File: src/rtl/sketch_pkg.sv
// Shared types and helpers for the bytebeat sketch sequencer: FSM states, program
// entry layout and fade arithmetic.
package sketch_pkg;

    // The voice count lives here because the entry struct width depends on it.
    localparam int NV = 4;
    localparam int VW = (NV > 1) ? $clog2(NV) : 1;

    localparam logic [7:0] FADE_MAX = 8'd255;

    typedef enum logic [1:0] {
        IDLE = 2'd0,
        PLAY = 2'd1,
        FADE = 2'd2
    } seq_state_e;

    typedef struct packed {
        logic [VW-1:0] voice;
        logic [7:0]    bars;
    } seq_entry_t;

    // A zero-length section still plays one bar.
    function automatic logic [7:0] bars_floor(input logic [7:0] b);
        return (b == 8'd0) ? 8'd1 : b;
    endfunction

    function automatic logic [7:0] fade_add(input logic [7:0] f, input logic [7:0] step);
        logic [8:0] s;
        s = {1'b0, f} + {1'b0, step};
        return (s > 9'd255) ? FADE_MAX : s[7:0];
    endfunction

endpackage

File: src/rtl/sketch_sequencer_if.sv
// Program-write channel into the sequencer. A write is accepted on any dspclk edge
// where prog_valid and prog_ready are both high; the writer holds its fields while valid.
interface sketch_sequencer_if;
    import sketch_pkg::*;

    logic          prog_valid;
    logic          prog_ready;
    logic [VW-1:0] prog_voice;
    logic [7:0]    prog_bars;
    logic          prog_last;

    modport master (
        output prog_valid,
        output prog_voice,
        output prog_bars,
        output prog_last,
        input  prog_ready
    );

    modport slave (
        input  prog_valid,
        input  prog_voice,
        input  prog_bars,
        input  prog_last,
        output prog_ready
    );

endinterface

File: src/rtl/sketch_sequencer_prog_mem.sv
// Program entry register file: one write port, two asynchronous read ports
// (current entry and next-entry lookahead). Contents are deliberately not reset.
module seq_prog_mem
    import sketch_pkg::*;
#(
    parameter int DEPTH = 8,
    parameter int AW    = 3
) (
    input  logic            dspclk,
    input  logic            we,
    input  logic [AW-1:0]   waddr,
    input  seq_entry_t      wdata,
    input  logic [AW-1:0]   raddr_a,
    input  logic [AW-1:0]   raddr_b,
    output seq_entry_t      rdata_a,
    output seq_entry_t      rdata_b
);

    seq_entry_t mem [DEPTH];

    always_ff @(posedge dspclk) begin
        if (we) begin
            mem[waddr] <= wdata;
        end
    end

    assign rdata_a = mem[raddr_a];
    assign rdata_b = mem[raddr_b];

endmodule

File: src/rtl/sketch_sequencer.sv
// Time base and arrangement controller: advances t at a programmable rate, walks the
// (voice, bars) program and crossfades between outgoing and incoming voices.
module sketch_sequencer
    import sketch_pkg::*;
#(
    parameter int TW        = 32,
    parameter int DEPTH     = 8,
    parameter int BAR_LOG2  = 15,
    parameter int FADE_STEP = 1
) (
    input  logic              dspclk,
    input  logic              n_reset,
    input  logic              run,
    input  logic [7:0]        rate,
    sketch_sequencer_if.slave prog,
    output logic [TW-1:0]     t,
    output logic [VW-1:0]     voice_cur,
    output logic [VW-1:0]     voice_prev,
    output logic [7:0]        fade,
    output logic              bar_tick,
    output logic              playing,
    output seq_state_e        state_dbg
);

    localparam int AW = (DEPTH > 1) ? $clog2(DEPTH) : 1;
    localparam int LW = AW + 1;
    localparam logic [7:0] STEP = 8'(FADE_STEP);

    seq_state_e    state, state_nxt;
    logic [7:0]    presc;
    logic [AW-1:0] wptr;
    logic [LW-1:0] len;
    logic [AW-1:0] ptr;
    logic [AW-1:0] nxt_ptr;
    logic [7:0]    bars_left;
    logic [7:0]    fade_sum;
    seq_entry_t    wr_entry, ent_cur, ent_nxt;

    logic wr_fire, wr_wrap, active, do_start, do_stop;
    logic tick, bar_end, sec_end, voice_change, fade_done;

    assign wr_entry = '{voice: prog.prog_voice, bars: prog.prog_bars};

    // ptr is held at 0 while idle, so port A doubles as the entry-0 lookup at start.
    seq_prog_mem #(
        .DEPTH (DEPTH),
        .AW    (AW)
    ) u_mem (
        .dspclk  (dspclk),
        .we      (wr_fire),
        .waddr   (wptr),
        .wdata   (wr_entry),
        .raddr_a (ptr),
        .raddr_b (nxt_ptr),
        .rdata_a (ent_cur),
        .rdata_b (ent_nxt)
    );

    always_comb begin
        wr_fire      = prog.prog_valid && prog.prog_ready;
        wr_wrap      = prog.prog_last || (wptr == AW'(DEPTH - 1));
        active       = (state != IDLE);
        do_start     = (state == IDLE) && run && !wr_fire && (len != '0);
        do_stop      = active && !run;
        tick         = active && run && (presc == rate);
        bar_end      = tick && (&t[BAR_LOG2-1:0]);
        sec_end      = bar_end && (bars_left <= 8'd1);
        nxt_ptr      = ((LW'(ptr) + LW'(1)) == len) ? '0 : ptr + AW'(1);
        voice_change = sec_end && (ent_nxt.voice != voice_cur);
        fade_sum     = fade_add(fade, STEP);
        fade_done    = (state == FADE) && tick && (fade_sum == FADE_MAX) && !voice_change;
    end

    always_ff @(posedge dspclk) begin
        if (!n_reset) begin
            state <= IDLE;
        end else begin
            state <= state_nxt;
        end
    end

    always_comb begin
        state_nxt = state;
        case (state)
            IDLE: if (do_start) state_nxt = PLAY;
            PLAY: begin
                if (!run) state_nxt = IDLE;
                else if (voice_change) state_nxt = FADE;
            end
            FADE: begin
                if (!run) state_nxt = IDLE;
                else if (voice_change) state_nxt = FADE;
                else if (fade_done) state_nxt = PLAY;
            end
            default: state_nxt = IDLE;
        endcase
    end

    always_comb begin
        prog.prog_ready = (state == IDLE);
        playing         = active;
        state_dbg       = state;
    end

    always_ff @(posedge dspclk) begin
        if (!n_reset) begin
            t          <= '0;
            presc      <= 8'd0;
            wptr       <= '0;
            len        <= '0;
            ptr        <= '0;
            voice_cur  <= '0;
            voice_prev <= '0;
            fade       <= FADE_MAX;
            bar_tick   <= 1'b0;
            bars_left  <= 8'd0;
        end else begin
            bar_tick <= bar_end;
            if (wr_fire) begin
                if (wr_wrap) begin
                    len  <= LW'(wptr) + LW'(1);
                    wptr <= '0;
                end else begin
                    wptr <= wptr + AW'(1);
                end
            end
            if (do_start) begin
                t          <= '0;
                presc      <= 8'd0;
                ptr        <= '0;
                voice_cur  <= ent_cur.voice;
                voice_prev <= ent_cur.voice;
                bars_left  <= bars_floor(ent_cur.bars);
                fade       <= FADE_MAX;
            end else if (do_stop) begin
                // t is held so the datapaths freeze on the last sample.
                fade       <= FADE_MAX;
                voice_prev <= voice_cur;
                ptr        <= '0;
                presc      <= 8'd0;
            end else if (tick) begin
                presc <= 8'd0;
                t     <= t + TW'(1);
                if (sec_end) begin
                    ptr       <= nxt_ptr;
                    bars_left <= bars_floor(ent_nxt.bars);
                end else if (bar_end) begin
                    bars_left <= bars_left - 8'd1;
                end
                if (voice_change) begin
                    voice_prev <= voice_cur;
                    voice_cur  <= ent_nxt.voice;
                    fade       <= 8'd0;
                end else if (state == FADE) begin
                    fade <= fade_sum;
                    if (fade_done) voice_prev <= voice_cur;
                end
            end else if (active) begin
                presc <= presc + 8'd1;
            end
        end
    end

endmodule

File: src/flat_wrapper.sv
// flat-port wrapper written by rule: the top's interface ports become plain ports
module sketch_sequencer_flat import sketch_pkg::*;
#(
    parameter int TW        = 32,
    parameter int DEPTH     = 8,
    parameter int BAR_LOG2  = 15,
    parameter int FADE_STEP = 1
)
  (dspclk, n_reset, run, rate, t, voice_cur, voice_prev, fade, bar_tick, playing, state_dbg, prog_prog_valid, prog_prog_voice, prog_prog_bars, prog_prog_last, prog_prog_ready);
  sketch_sequencer_if prog_i ();
  input  logic dspclk;
  input  logic n_reset;
  input  logic run;
  input  logic [7:0] rate;
  output logic [TW-1:0] t;
  output logic [VW-1:0] voice_cur;
  output logic [VW-1:0] voice_prev;
  output logic [7:0] fade;
  output logic bar_tick;
  output logic playing;
  output seq_state_e state_dbg;
  input wire logic [$bits(prog_i.prog_valid)-1:0] prog_prog_valid;
  input wire logic [$bits(prog_i.prog_voice)-1:0] prog_prog_voice;
  input wire logic [$bits(prog_i.prog_bars)-1:0] prog_prog_bars;
  input wire logic [$bits(prog_i.prog_last)-1:0] prog_prog_last;
  output wire logic [$bits(prog_i.prog_ready)-1:0] prog_prog_ready;
  assign prog_i.prog_valid = prog_prog_valid;
  assign prog_i.prog_voice = prog_prog_voice;
  assign prog_i.prog_bars = prog_prog_bars;
  assign prog_i.prog_last = prog_prog_last;
  assign prog_prog_ready = prog_i.prog_ready;
  sketch_sequencer #(.TW(TW), .DEPTH(DEPTH), .BAR_LOG2(BAR_LOG2), .FADE_STEP(FADE_STEP)) u_core (.dspclk(dspclk), .n_reset(n_reset), .run(run), .rate(rate), .prog(prog_i), .t(t), .voice_cur(voice_cur), .voice_prev(voice_prev), .fade(fade), .bar_tick(bar_tick), .playing(playing), .state_dbg(state_dbg));
endmodule
File: config.mk
export PLATFORM = sky130hd
export DESIGN_NAME = sketch_sequencer_flat
export DESIGN_NICKNAME = d
export VERILOG_FILES = /design/src/rtl/sketch_pkg.sv /design/src/rtl/sketch_sequencer_if.sv /design/src/rtl/sketch_sequencer_prog_mem.sv /design/src/rtl/sketch_sequencer.sv /design/src/flat_wrapper.sv
export SDC_FILE = /design/constraint.sdc
export NUM_CORES = 1
export LEC_CHECK = 0
export CORE_MARGIN = 4
export CORE_UTILIZATION = 58
export DETAILED_ROUTE_END_ITERATION = 6
export PLACE_DENSITY = 0.8
export SLEW_MARGIN = 15
export SYNTH_ARGS = -nofsm -noshare
export SYNTH_HDL_FRONTEND = slang
export SYNTH_SLANG_ARGS = --single-unit
export TNS_END_PERCENT = 50
File: constraint.sdc
create_clock -name dspclk -period 4 [get_ports dspclk]
set_input_delay 1 -clock dspclk [delete_from_list [all_inputs] [get_ports dspclk]]
set_output_delay 1 -clock dspclk [all_outputs]
set_load 0.01 [all_outputs]
# After elaboration in Yosys (flattened, before gate mapping)
# Memory sizes are Yosys's and may differ from the RTL's. A register that Yosys moved wholly into a read port is not among the register bits.
# Index checks and enable logic that the tools add are counted.
[classes]
addsub = 8
n_lt_le_gt_ge = 2
n_eq_ne = 11
mux = 33
n_bitwise = 2
reduce_logical = 41
[op_table]
columns = ["operator", "n"]
rows = [
  ["two-way mux 8 bit", 10],
  ["adder 32 x 1 -> 32 bit, second input constant", 1],
  ["two-way mux 2 bit", 16],
  ["logical NOT 8 bit", 2],
  ["AND reduction 15 bit", 1],
  ["logical AND 1 bit", 13],
  ["two-way mux 3 bit", 4],
  ["AND reduction 3 bit", 4],
  ["nonzero test 4 bit", 3],
  ["adder 8 x 1 -> 9 bit, second input constant", 1],
  ["> comparator 9 x 8 -> 1 bit, second input constant", 1],
  ["adder 3 x 1 -> 4 bit, second input constant", 2],
  ["adder 8 x 1 -> 8 bit, second input constant", 1],
  ["equality test 8 bit", 1],
  ["equality test 8 bit, second input constant", 1],
  ["less-or-equal comparator 8 x 1 -> 1 bit, second input constant", 1],
  ["AND reduction 2 bit", 4],
  ["nonzero test 2 bit", 4],
  ["subtractor 8 x 1 -> 8 bit, second input constant", 1],
  ["adder 3 x 1 -> 3 bit, second input constant", 2],
  ["one-hot mux 2 bit (3 select lines)", 1],
  ["nonzero test 3 bit", 2],
  ["equality test 4 bit", 1],
  ["!= test 4 x 2 -> 1 bit, second input constant", 1],
  ["other kinds (15)", 19],
]
[totals]
regBits = 73
mem_bits_rw = 80
inputBits = 23
output_inout_bits = 49
wordCells = 109
mem_count = 1
[memory_table]
columns = ["memory", "depth", "word_bits", "read_ports", "rd_ports_with_merged_regs", "wr", "line", "text"]
rows = [
  ["u_core.u_mem.mem", 8, 10, 2, 1, 1, "sketch_sequencer_prog_mem.sv:19", "seq_entry_t mem [DEPTH];"],
]

# Depth between registers and ports, before layout
# Gate-level depths: netlist of the first run.
[depth]
ltp_word = 14
ltp_mapped = 12
ltp_nobuf = 10

# Hierarchy
# Synthesis of the first run repeated with hierarchy kept, for this count alone.
[unflattened]
cells_unflattened = 645
area_unflattened_um2 = 7733.7
[by_module_without_submodules]
columns = ["module", "n_inst", "cells_each", "area_each_um2"]
rows = [
  ["sketch_sequencer", 1, 482, 3928.8],
  ["seq_prog_mem", 1, 163, 3804.9],
]

# Worst setup path before layout of the first run
# Ideal clock, no wire load.
[synth_path]
kind = "in2reg"
from = "input rate[1]"
to = "register u_core.voice_cur[1]"
setup_ps = 115
t_arrival_ps = 2842
required_ps = 3885
setup_slack_ps = 1043
path_stages = 9
cell_sequence = "xnor2_1 > nand4_1 > nor4_1 > and2_1 > nand4_1 > nor2b_1 > clkbuf_1 > o21ai_0 > o21a_1"
[synth_via]
elab_chain_len = 7
word_cells_on_any_way = 8
[synth_rtl]
columns = ["item", "line", "text"]
rows = [
  ["start: declaration", "flat_wrapper.sv:14", "input logic [7:0] rate;"],
  ["equality test 8 bit *", "sketch_sequencer.sv:65", "tick = active && run && (presc == rate);"],
  ["logical AND 1 bit *", "sketch_sequencer.sv:65", ""],
  ["logical AND 1 bit", "sketch_sequencer.sv:66", "bar_end = tick && (&t[BAR_LOG2-1:0]);"],
  ["logical AND 1 bit", "sketch_sequencer.sv:67", "sec_end = bar_end && (bars_left <= 8'd1);"],
  ["logical AND 1 bit", "sketch_sequencer.sv:69", "voice_change = sec_end && (ent_nxt.voice != voice_cur);"],
  ["nonzero test 2 bit (no source line)", "--", ""],
  ["AND reduction 3 bit (no source line) *", "--", ""],
  ["end signal: assignment", "sketch_sequencer.sv:131", "voice_cur <= ent_cur.voice;"],
  ["end signal: assignment", "sketch_sequencer.sv:152", "voice_cur <= ent_nxt.voice;"],
  ["end: declaration", "sketch_sequencer.sv:17", "output logic [VW-1:0] voice_cur,"],
]
# Mark *: on every way between the ends. The rest lies on a longest branch, timed or not.
# A chain may end at the register's enable or synchronous reset.

# Final worst setup path of the first run
[layout_path]
from = "register u_core.ptr[1]"
to = "register u_core.voice_prev[0]"
[layout_via]
elab_chain_len = 10
word_cells_on_any_way = 16
[layout_rtl]
columns = ["item", "line", "text"]
rows = [
  ["start: declaration", "sketch_sequencer.sv:33", "logic [AW-1:0] ptr;"],
  ["start signal: assignment", "sketch_sequencer.sv:145", "ptr <= nxt_ptr;"],
  ["adder 3 x 1 -> 4 bit", "sketch_sequencer.sv:68", "nxt_ptr = ((LW'(ptr) + LW'(1)) == len) ? '0 : ptr + AW'(1);"],
  ["equality test 4 bit", "sketch_sequencer.sv:68", ""],
  ["two-way mux 3 bit *", "sketch_sequencer.sv:68", ""],
  ["memory read (8 x 10 bit) *", "--", ""],
  ["!= test 2 bit *", "sketch_sequencer.sv:69", ""],
  ["logical AND 1 bit *", "sketch_sequencer.sv:69", ""],
  ["two-way mux 2 bit or logical NOT 1 bit (tied branches)", "sketch_sequencer.sv:150, sketch_sequencer.sv:71", ""],
  ["two-way mux 2 bit or logical AND 1 bit (tied branches)", "sketch_sequencer.sv:141, sketch_sequencer.sv:71", ""],
  ["two-way mux 2 bit or nonzero test 4 bit (tied branches)", "--", ""],
  ["two-way mux 2 bit or AND reduction 3 bit (tied branches)", "--", ""],
  ["end signal: assignment", "sketch_sequencer.sv:132", "voice_prev <= ent_cur.voice;"],
  ["end signal: assignment", "sketch_sequencer.sv:138", "voice_prev <= voice_cur;"],
  ["end signal: assignment", "sketch_sequencer.sv:151", "voice_prev <= voice_cur;"],
  ["end: declaration", "sketch_sequencer.sv:18", "output logic [VW-1:0] voice_prev,"],
]
# Mark *: on every way between the ends. The rest lies on a longest branch, timed or not. The select of a mux whose other input is x is not followed.

==> results of run 1 <==
==> final cells by class <==
type,count,area [sq um]
multi-input combinational,520,3650
tap,176,220
clock buffer,22,455
timing repair buffer,95,891
clock inverter,10,92.6
inverter,16,60.1
fill,967,3900
sequential,156,3920
==> cells by family after synthesis <==
logic type | share of synthesized area
XOR/XNOR | 0.0615
AND/OR/NAND/NOR | 0.158
AO/OA/AOI/OAI | 0.125
buffers and inverters | 0.0259
adder cells (fa/ha/maj) | 0.0145
multiplexers | 0.110
flip-flops | 0.505
==> worst max-delay path, stage by stage, from the launching register on <==
cell and delay (ns):
dfxtp_1 0.34, ha_1 0.33, buf_4 0.37, inv_1 0.11, a32oi_1 0.23, a311o_1 0.55
a2bb2oi_1 0.32, o32a_1 0.20, o2111ai_1 0.24, o31ai_4 0.52, nand2_2 0.14, mux2i_1 0.15
==> worst max-delay path by stage <==
stage	from	end	cells after the start
2_1_floorplan	rate[1]	u_core.voice_cur[1]$_SDFFE_PN0P_	9
6_report	u_core.ptr[1]$_SDFFE_PP0P_	u_core.voice_prev[0]$_SDFFE_PN0P_	11
3_3_place_gp	rate[1]	u_core.t[21]$_SDFFE_PP0P_	10
3_5_place_dp	rate[1]	u_core.t[21]$_SDFFE_PP0P_	10
5_1_grt	u_core.ptr[1]$_SDFFE_PP0P_	u_core.voice_prev[1]$_SDFFE_PN0P_	11
4_1_cts	u_core.ptr[1]$_SDFFE_PP0P_	u_core.voice_prev[0]$_SDFFE_PN0P_	11
==> per-stage QoR <==
| stage | worst slack (ns) | instances | hold slack, ns | utilization |
|---|---|---|---|---|
| after floorplan | 1.04 | 725 | 0.454 | - |
| after global placement | 0.531 | 963 | 0.447 | 0.663 |
| after detailed placement | 0.385 | 963 | 0.451 | 0.663 |
| after CTS | 0.442 | 995 | 0.460 | 0.704 |
| after global routing | 0.166 | 995 | 0.493 | 0.704 |
| final | 0.363 | 995 | 0.461 | 0.704 |
==> where the power goes <==
group	internal (mW)	switching, mW
clock	0.875	0.619
combinational	0.0804	0.107
sequential	1.70	0.0143
==> registers in the layout (all words and copies together) (netlist names), named ones only <==
| register | cells |
|---|---|
| u_core.bar_tick | 1 |
| u_core.bars_left | 8 |
| u_core.fade | 8 |
| u_core.len | 4 |
| u_core.presc | 8 |
| u_core.ptr | 3 |
| u_core.state_dbg | 2 |
| u_core.t | 32 |
| u_core.u_mem.mem | 80 |
| u_core.voice_cur | 2 |
| u_core.voice_prev | 2 |
| u_core.wptr | 3 |
==> cell usage in the layout, fill, tap and decap left out, types with 4 or more instances in the layout <==
| cell type | count |
|---|---|
| a211oi_1 | 5 |
| a21o_1 | 9 |
| a21oi_1 | 53 |
| a2bb2oi_1 | 4 |
| a31oi_1 | 10 |
| and2_1 | 8 |
| and3_1 | 18 |
| buf_4 | 24 |
| clkbuf_16 | 17 |
| clkdlybuf4s50_1 | 71 |
| dfxtp_1 | 76 |
| edfxtp_1 | 80 |
| ha_1 | 9 |
| inv_1 | 15 |
| mux2_2 | 6 |
| mux2i_1 | 30 |
| mux4_2 | 21 |
| nand2_1 | 66 |
| nand2b_1 | 7 |
| nand3_1 | 21 |
| nand4_1 | 18 |
| nor2_1 | 62 |
| nor2b_1 | 4 |
| nor3_1 | 15 |
| nor4_1 | 5 |
| o211ai_1 | 7 |
| o21a_1 | 5 |
| o21ai_0 | 30 |
| o221ai_1 | 6 |
| or3_1 | 10 |
| xnor2_1 | 21 |
| xor2_1 | 29 |
==> layer usage <==
| layer | up-vias | wire length [microns] | track usage |
|---|---|---|---|
| met5 | - | 0 | 0 |
| met4 | 0 | 542 | 0.120 |
| met3 | 51 | 1530 | 0.0513 |
| met2 | 282 | 9240 | 0.430 |
| met1 | 2896 | 7570 | 0.313 |
| li1 | 2865 | - | - |
==> metrics.md, run 1 <==
| Metric | Value |
|---|---|
| Worst setup SP type | `flop` |
| Clock Pin Slew Worst Setup and Hold Paths | `0.06 ns` |
| MaxCap Viol Count | `0` |
| Die ar. | `15300 sq um` |
| Top post-synthesis cells by count | `edfxtp_1, dfxtp_1, nand2_1, nor2_1, a21oi_1` |
| Synth area leaders | `edfxtp_1, dfxtp_1, mux4_2` |
| Hold EP | `u_core.voice_prev[1]$_SDFFE_PN0P_` |
| Wire length per cell | `19.0 microns` |
| Final hold vios | `0` |
| Max Slew Vio Count | `0` |
| Post-Syn Instances | `725` |
| Hold wc startpoint | `u_core.voice_prev[1]$_SDFFE_PN0P_` |
| Cts repair resizes | `0` |
| #FFs+latches synth | `roughly 160` |
| Static leakage | `3.16 nW` |
| Routability Congestion | `0.951` |
| Minimum clock period | `3.64 ns` |
| Worst rel slew slack | `0.398` |
| Synth warn | `0` |
| Worst R2R Start | `u_core.ptr[1]$_SDFFE_PP0P_` |
| Drt total wl | `18.9 mm` |
| Worst Clk Skew | `0.00755 ns` |
| Row count | `42` |
| RSZ-0062 raised after global routing | `false` |
| DP HPWL | `13.3 mm` |
| Setup TNS | `0 ns` |
| Tcrit/Tclk final | `0.909` |
| CTS root buf | `clkbuf_16` |
| CTS sink cnt | `156` |
| Setup Fix Bufs, Post-CTS | `0` |
| GRT Overall Usage | `0.254` |
| Synth-to-Final Area Change | `19.6%` |
| WP data arrival | `about 4 ns` |
| Detailed Route Iter0 Violations | `541` |
| Power Total | `roughly 3.4 mW` |
| Final antenna-violating net count | `0` |
| Maximum number of pins on one net before global-route repair | `33` |
| Crit Path Class | `reg -> reg` |
| Worst-path fanout max | `28` |
| CP required | `4.30 ns` |
| Mapped Area | `7770 sq um` |
| Status | `finished, final reports clean` |
| Synth top area share | `0.309` |
| Synth area leader | `edfxtp_1` |
| Height of the die | `between 100 and 150 microns` |
| I/O pin total | `72` |
| Placed instance area | `approximately 9000 sq um` |
| Worst Max-Slew Pin Slew | `about 0.90 ns` |
| Post-route cell area | `9290 sq um` |
| Clock tree buffer depth | `2` |
| Post-synthesis cell type count | `64` |
| First-pass GRT wire length | `30.2 mm` |
| Final-report setup violation count | `0` |
| Die W | `124 microns` |
| Critical R2R Capture | `u_core.voice_prev[0]$_SDFFE_PN0P_` |
| Overflow after GRT | `0` |
| Mean Syn Cell Area | `10.7 sq um` |
| Core area | `13200 sq um` |
| Share of layout cells above drive strength 1 | `0.110` |
| # DRC | `0` |
| Clock H-tree levels | `4` |
| Hold WC Path Type | `reg -> reg` |
| Total CTS buffers | `17` |
| Port bufs | `71` |
| CTS tree | `yes` |
| Number of flops mapped to enable cells by yosys | `80` |
| Antenna diodes | `0` |
| Reg2reg path depth | `11` |
| Hold Buf Count CTS | `0` |
| Peak supply drop | `0.000300 V` |
| Worst-Skew Late Latency | `0.42 ns` |
| Top FF cell, synth | `edfxtp_1` |
| Top-count cell post-synth | `edfxtp_1` |
| Crit end category | `flop` |
| Initial antenna violation count | `0` |
| Fraction of registers with async set or reset after synthesis | `0` |
| Fmax achieved | `between 0.2 and 0.3 GHz` |
| R2R setup slack | `between 0.3 and 0.4 ns` |
| Starting density of the core | `0.589` |
| Vias per cell | `6.12` |
| Seq/Total Area, Yosys | `0.505` |
| Syn Nets | `about 760` |
| Nets@finish | `838` |
| Detailed-route via count | `6094` |
| 1st-pass router iterations | `5` |
| Vias in the first global route | `6019` |
| Pwr/cell area | `around 370 nW/um^2` |
| Hold Crit Depth | `2` |
Note: power is estimated with default switching activity, not from simulation.
==> run 2, diff against run 1 <==
--- a/config.mk
+++ b/config.mk
@@ -5,10 +5,9 @@
 export SDC_FILE = /design/constraint.sdc
 export NUM_CORES = 1
 export LEC_CHECK = 0
-export CORE_MARGIN = 4
-export CORE_UTILIZATION = 58
+export CORE_UTILIZATION = 60
 export DETAILED_ROUTE_END_ITERATION = 6
-export PLACE_DENSITY = 0.8
+export PLACE_DENSITY_LB_ADDON = 0.15
 export SLEW_MARGIN = 15
 export SYNTH_ARGS = -nofsm -noshare
 export SYNTH_HDL_FRONTEND = slang
==> constraint.sdc (replaced) <==
create_clock -name dspclk -period 4.6 [get_ports dspclk]
set_input_delay 1.15 -clock dspclk [delete_from_list [all_inputs] [get_ports dspclk]]
set_output_delay 1.15 -clock dspclk [all_outputs]
set_load 0.01 [all_outputs]
==> run 2 against run 1 <==
Clock-buffer cell count shrank 4. Via count rose by 1.2%. Cell count shrank 1.4%. Largest power group unchanged.
==> metrics.md, run 2 (synthesis gave the netlist of run 1 again) <==
| Metric | Value |
|---|---|
| Status | `finished, final reports clean` |
| Worst Clk Skew | `0.00679 ns (-0.000759 ns)` |
| Height of the die | `116 microns (-6.4%)` |
| Vias in the first global route | `5989 (-0.50%)` |
| Final hold vios | `0 (unchanged)` |
| WHS | `0.455 ns (-0.00584 ns)` |
| Detailed-route via count | `6166 (+1.2%)` |
| Cts repair resizes | `0 (unchanged)` |
| Routability Congestion | `0.913 (-4.0%)` |
| Worst rel slew slack | `0.238 (-0.160)` |
| Clock H-tree levels | `4 (unchanged)` |
| Switching power | `673 uW (-9.1%)` |
| Crit path largest cell delay | `0.54 ns (about the same)` |
| RSZ-0062 raised after global routing | `false` |
| Wire length per cell | `19.3 microns (+1.8%)` |
| Cell breakdown of the critical path | `clkdlybuf4s50_1, xnor2_1, nand4_1, or3_1, nor4_1, nand3_1, nand2_1, a21oi_1, a211oi_1, o21a_1` |
| Worst-path fanout max | `12 (-57%)` |
| Clock Pin Slew Worst Setup and Hold Paths | `0.06 ns (about the same)` |
| GRT Overall Usage | `0.301 (+0.0471)` |
| CP required | `4.97 ns (+0.67 ns)` |
| CTS sink cnt | `156 (unchanged)` |
| Max reg flops | `80 (unchanged)` |
| Final-report setup violation count | `0 (unchanged)` |
| Share of layout cells above drive strength 1 | `0.103 (-0.00729)` |
| Overflow after GRT | `0 (unchanged)` |
| Largest Register | `u_core.u_mem.mem` |
| Setup TNS | `0 ns (unchanged)` |
| DP HPWL | `12.8 mm (-3.5%)` |
| Worst-Skew Late Latency | `0.43 ns (about the same)` |
| Total CTS buffers | `17 (unchanged)` |
| CTS tree | `yes` |
| Hold WC Path Type | `reg -> reg` |
| Worst Max-Slew Pin Slew | `1.14 ns (+0.239 ns)` |
| Antenna diodes | `0 (unchanged)` |
| Core area | `12600 sq um (-4.3%)` |
| Power Internal | `2.40 mW (-9.5%)` |
| Pwr/cell area | `331 nW/um^2 (-9.3%)` |
| # DRC | `0 (unchanged)` |
| Commonest non-fill, non-tap cell in the layout | `edfxtp_1` |
| Detailed Route Iter0 Violations | `546 (+0.92%)` |
| Drt total wl | `19.0 mm (+0.40%)` |
| Tcrit/Tclk final | `0.799` |
| Placed instance area | `8680 sq um (-0.73%)` |
| Nets@finish | `829 (-1.1%)` |
| Fmax achieved | `0.272 GHz` |
| Starting density of the core | `0.615 (+0.0266)` |
| WP data arrival | `4.05 ns (+0.12 ns)` |
| First-pass GRT wire length | `30.2 mm (+0.21%)` |
| Synth-to-Final Area Change | `19.4%` |
| Max Slew Vio Count | `0 (unchanged)` |
| Initial antenna violation count | `0 (unchanged)` |
| Hold Buf Count CTS | `0 (unchanged)` |
| Minimum clock period | `3.68 ns` |
| Post-route cell area | `9280 sq um (-0.15%)` |
| Crit end category | `flop` |
| Sw Share | `0.219 (+0.000923)` |
| Top flop regs | `u_core.u_mem.mem: 80 flops, u_core.t: 32 flops` |
| Setup Fix Bufs, Post-CTS | `0 (unchanged)` |
| Peak supply drop | `0.000427 V (+42%)` |
| Hold wc startpoint | `u_core.voice_prev[1]$_SDFFE_PN0P_` |
| Row count | `41 (-2.4%)` |
| CTS root buf | `clkbuf_16` |
| Vias per cell | `6.29 (+2.6%)` |
| Worst R2R Start | `u_core.ptr[1]$_SDFFE_PP0P_` |
| I/O pin total | `72 (unchanged)` |
| Final antenna-violating net count | `0 (unchanged)` |
| Slowest CP cell | `nand3_1` |
| 1st-pass router iterations | `5 (unchanged)` |
| Die ar. | `13400 sq um (-12%)` |
| Worst setup SP type | `input pin` |
| MaxCap Viol Count | `0 (unchanged)` |
| Crit Path Class | `in -> reg` |
| Die W | `116 microns (-6.4%)` |
| Sequential power share | `0.485 (-0.020)` |
| Crit path from | `rate[3]` |
| Most frequent cells in the layout | `edfxtp_1, dfxtp_1, clkdlybuf4s50_1` |
| Clock tree buffer depth | `2 (unchanged)` |
| Clk pwr share | `0.462 (+0.022)` |
| Maximum number of pins on one net before global-route repair | `33 (unchanged)` |
| Port bufs | `71 (unchanged)` |
| Static leakage | `3.14 nW (-0.61%)` |
| Combinational share of power | `0.053 (-0.002)` |
run 2: cell count changes in the layout (fill, tap and decap cells not counted), sizes merged:
cell / before / now
bufinv: 1 / 3
clkinvlp: 3 / 2
clkinv: 4 / 6
buf: 24 / 15
clkbuf: 22 / 18
run 2: final cells by class:
type,instances,area [sq um]
fillers,916,3340
inverters,16,60.1
multi-input cells,520,3660
well taps,172,215
flip-flops and latches,156,3930
clock buffers,18,429
clock inverters,13,168
repair buffers,86,823
run 2: metal layers:
metal / GRT usage / share of wire
met2: 0.509 / 0.50
met5: 0 / 0
met3: 0.0722 / 0.070
met4: 0.133 / 0.025
met1: 0.369 / 0.41
run 2: per-stage QoR:
step / power, mW / cells / worst slack [ns] / util
6_report: 3.07 / 981 / 0.925 / 0.735
5_1_grt: 3.15 / 981 / 0.667 / 0.735
4_1_cts: 3.08 / 981 / 0.955 / 0.735
3_5_place_dp: 1.68 / 950 / 0.535 / 0.688
3_3_place_gp: 1.67 / 950 / 0.613 / 0.688
2_1_floorplan: 1.61 / 725 / 1.49 / -
run 2: worst max-delay path, delay by kind of cell:
family,cells,cell delay [ns]
xor gates and xnor gates,1,0.14
AOI/OAI and AO/OA,3,0.43
and+or+nand+nor,5,1.86
buffers and inverters,1,0.48
run 2: final timing paths:
path / to / slack (ns) / cells after the start
min reg2reg: u_core.voice_prev[1]$_SDFFE_PN0P_ / 0.46 / 2
max: u_core.bars_left[5]$_SDFFE_PN0P_ / 0.92 / 10
max reg2reg: u_core.voice_prev[0]$_SDFFE_PN0P_ / 1.02 / 11
min: u_core.voice_prev[1]$_SDFFE_PN0P_ / 0.46 / 2
run 2: power groups by stage:
stage / sequential, mW / clock [mW] / combinational (mW)
after floorplan: 1.51 / 0 / 0.0991
after global placement: 1.52 / 0 / 0.154
after detailed placement: 1.52 / 0 / 0.159
after CTS: 1.49 / 1.43 / 0.162
after global routing: 1.49 / 1.48 / 0.177
final: 1.49 / 1.42 / 0.164
==> run 3, diff against run 2 <==
--- a/config.mk
+++ b/config.mk
@@ -5,7 +5,7 @@
 export SDC_FILE = /design/constraint.sdc
 export NUM_CORES = 1
 export LEC_CHECK = 0
-export CORE_UTILIZATION = 60
+export CORE_UTILIZATION = 58
 export DETAILED_ROUTE_END_ITERATION = 6
 export PLACE_DENSITY_LB_ADDON = 0.15
 export SLEW_MARGIN = 15
==> constraint.sdc (replaced) <==
create_clock -name dspclk -period 3.6 [get_ports dspclk]
set_input_delay 0.9 -clock dspclk [delete_from_list [all_inputs] [get_ports dspclk]]
set_output_delay 0.9 -clock dspclk [all_outputs]
set_load 0.01 [all_outputs]
==> run 3 against run 2 <==
Critical path depth rose by 1. Largest power group unchanged. Clock-buffer cell count fell by 1. Cell count rose by 1.3%. Global-route usage fell by 2.0 points. Worst setup slack got worse by 0.70 ns. Highest routed layer unchanged.
==> metrics.md, run 3 (synthesis gave the netlist of run 1 again) <==
| Metric | Value |
|---|---|
| Status | `finished, final reports clean` |
| Static leakage | `3.17 nW (+1.0%)` |
| Total CTS buffers | `17 (unchanged)` |
| RSZ-0062 raised after global routing | `false` |
| Final hold vios | `0 (unchanged)` |
| Top flop regs | `u_core.u_mem.mem: 80 flops, u_core.t: 32 flops` |
| WP data arrival | `3.72 ns (-0.33 ns)` |
| Commonest non-fill, non-tap cell in the layout | `edfxtp_1` |
| CTS root buf | `clkbuf_16` |
| Worst-path fanout max | `13 (+1)` |
| Row count | `41 (unchanged)` |
| I/O pin total | `72 (unchanged)` |
| Fmax achieved | `0.296 GHz` |
| Die ar. | `13900 sq um (+3.4%)` |
| Critical R2R Capture | `u_core.state_dbg[0]$_SDFFE_PN0P_` |
| Drt total wl | `18.6 mm (-1.7%)` |
| CTS sink cnt | `156 (unchanged)` |
| Worst Max-Slew Pin Slew | `0.883 ns (-0.258 ns)` |
| R2R setup slack | `0.22 ns (-0.80 ns)` |
| Starting density of the core | `0.606 (-0.00985)` |
| Hold Crit Depth | `2 (unchanged)` |
| Worst setup SP type | `flop` |
| Reg2reg path depth | `11 (unchanged)` |
| Routability Congestion | `0.904 (-1.0%)` |
| Post-route cell area | `9330 sq um (+0.61%)` |
| Cts repair resizes | `0 (unchanged)` |
| 1st-pass router iterations | `7 (+2)` |
| Antenna diodes | `0 (unchanged)` |
| Vias in the first global route | `5953 (-0.60%)` |
| Detailed Route Iter0 Violations | `555 (+1.6%)` |
| GRT Overall Usage | `0.281 (-0.0204)` |
| Max reg flops | `80 (unchanged)` |
| Core area | `12800 sq um (+1.6%)` |
| Layout fillers | `919 (+0.33%)` |
| Pwr/cell area | `411 nW/um^2 (+24%)` |
| Vias per cell | `6.08 (-3.3%)` |
| # DRC | `0 (unchanged)` |
| Detailed-route via count | `6039 (-2.1%)` |
| MaxCap Viol Count | `0 (unchanged)` |
| Clock Pin Slew Worst Setup and Hold Paths | `0.06 ns (about the same)` |
| Wire length per cell | `18.7 microns (-3.0%)` |
| Maximum number of pins on one net before global-route repair | `33 (unchanged)` |
| Share of layout cells above drive strength 1 | `0.114 (+0.0118)` |
| Placed instance area | `8760 sq um (+0.94%)` |
| Minimum clock period | `3.38 ns` |
| First-pass GRT wire length | `30.4 mm (+0.55%)` |
| Port bufs | `71 (unchanged)` |
| Worst Clk Skew | `0.00738 ns (+0.000589 ns)` |
| Hold EP | `u_core.voice_prev[0]$_SDFFE_PN0P_` |
| Crit Path Class | `reg -> reg` |
| CP required | `3.94 ns (-1.03 ns)` |
| Peak supply drop | `0.000378 V (-11%)` |
| Most frequent cells in the layout | `edfxtp_1, dfxtp_1, clkdlybuf4s50_1` |
| DP HPWL | `13.1 mm (+2.2%)` |
| Setup TNS | `0 ns (unchanged)` |
| Synth-to-Final Area Change | `20.2%` |
| Hold WC Path Type | `reg -> reg` |
| Initial antenna violation count | `0 (unchanged)` |
| Setup Fix Bufs, Post-CTS | `0 (unchanged)` |
| Worst-Skew Late Latency | `0.42 ns (about the same)` |
| Overflow after GRT | `0 (unchanged)` |
| Hold wc startpoint | `u_core.voice_prev[0]$_SDFFE_PN0P_` |
| Height of the die | `118 microns (+1.7%)` |
| Hold Buf Count CTS | `0 (unchanged)` |
| Worst rel slew slack | `0.410 (+0.172)` |
| Tcrit/Tclk final | `0.939` |
| Die W | `118 microns (+1.7%)` |
| Max Slew Vio Count | `0 (unchanged)` |
| Util after Layout | `0.728 (-0.00737)` |
| Final antenna-violating net count | `0 (unchanged)` |
| Nets@finish | `841 (+1.4%)` |
| Largest Register | `u_core.u_mem.mem` |
| CTS tree | `yes` |
| Crit end category | `flop` |
| Worst R2R Start | `u_core.ptr[1]$_SDFFE_PP0P_` |
| Clock H-tree levels | `4 (unchanged)` |
| Final-report setup violation count | `0 (unchanged)` |
| Clock tree buffer depth | `2 (unchanged)` |
## run 3: routing by layer
metal,share of wire,vias up,track usage
met4,0.025,0,0.110
met5,0,-,0
met2,0.49,239,0.470
met3,0.061,43,0.0586
li1,-,2864,-
met1,0.43,2893,0.357
## run 3: critical path: stages (launching register included)
cell       delay [ns]
dfxtp_1          0.33
ha_1             0.33
buf_4            0.23
a21bo_2          0.24
a21oi_1          0.13
a311o_1          0.49
a2bb2oi_1        0.31
o32a_1           0.19
o2111ai_1        0.24
o31ai_4          0.48
o211ai_1         0.15
a21oi_1          0.17
## run 3: report_power, final
group          switching (mW)  internal [mW]
registers              0.0161           1.89
clock network           0.709           1.01
logic                   0.117         0.0899
## run 3: layout make-up
cell class	instances	area, sq um	area share
clock buffers	17	425	0.0456
clock inverters	15	148	0.0158
inverters	16	60.1	0.00644
multi-input cells	520	3650	0.391
flip-flops and latches	156	3920	0.420
well taps	172	215	0.0231
repair buffers	98	913	0.0979
## run 3: metrics by stage
| step | cells | setup slack, ns | total power [mW] | hold WS, ns |
|---|---|---|---|---|
| detailed placement | 962 | 0.226 | 2.14 | 0.455 |
| floorplan | 725 | 0.743 | 2.06 | 0.454 |
| CTS | 994 | 0.249 | 3.84 | 0.464 |
| global route | 994 | 0.0532 | 3.95 | 0.472 |
| global placement | 962 | 0.282 | 2.14 | 0.452 |
| finish | 994 | 0.220 | 3.83 | 0.464 |
## run 3: how the worst max path moves through the flow
stage                               startpoint                                 to  slack, ns  cells after the start
floorplan                              rate[1]   u_core.voice_cur[1]$_SDFFE_PN0P_       0.74                      9
global route        u_core.ptr[0]$_SDFFE_PP0P_   u_core.state_dbg[0]$_SDFFE_PN0P_       0.05                     10
CTS                 u_core.ptr[0]$_SDFFE_PP0P_  u_core.voice_prev[1]$_SDFFE_PN0P_       0.25                     11
finish              u_core.ptr[1]$_SDFFE_PP0P_   u_core.state_dbg[0]$_SDFFE_PN0P_       0.22                     11
detailed placement                     rate[1]          u_core.t[22]$_SDFFE_PP0P_       0.23                      9
global placement                       rate[1]   u_core.voice_cur[0]$_SDFFE_PN0P_       0.28                     10
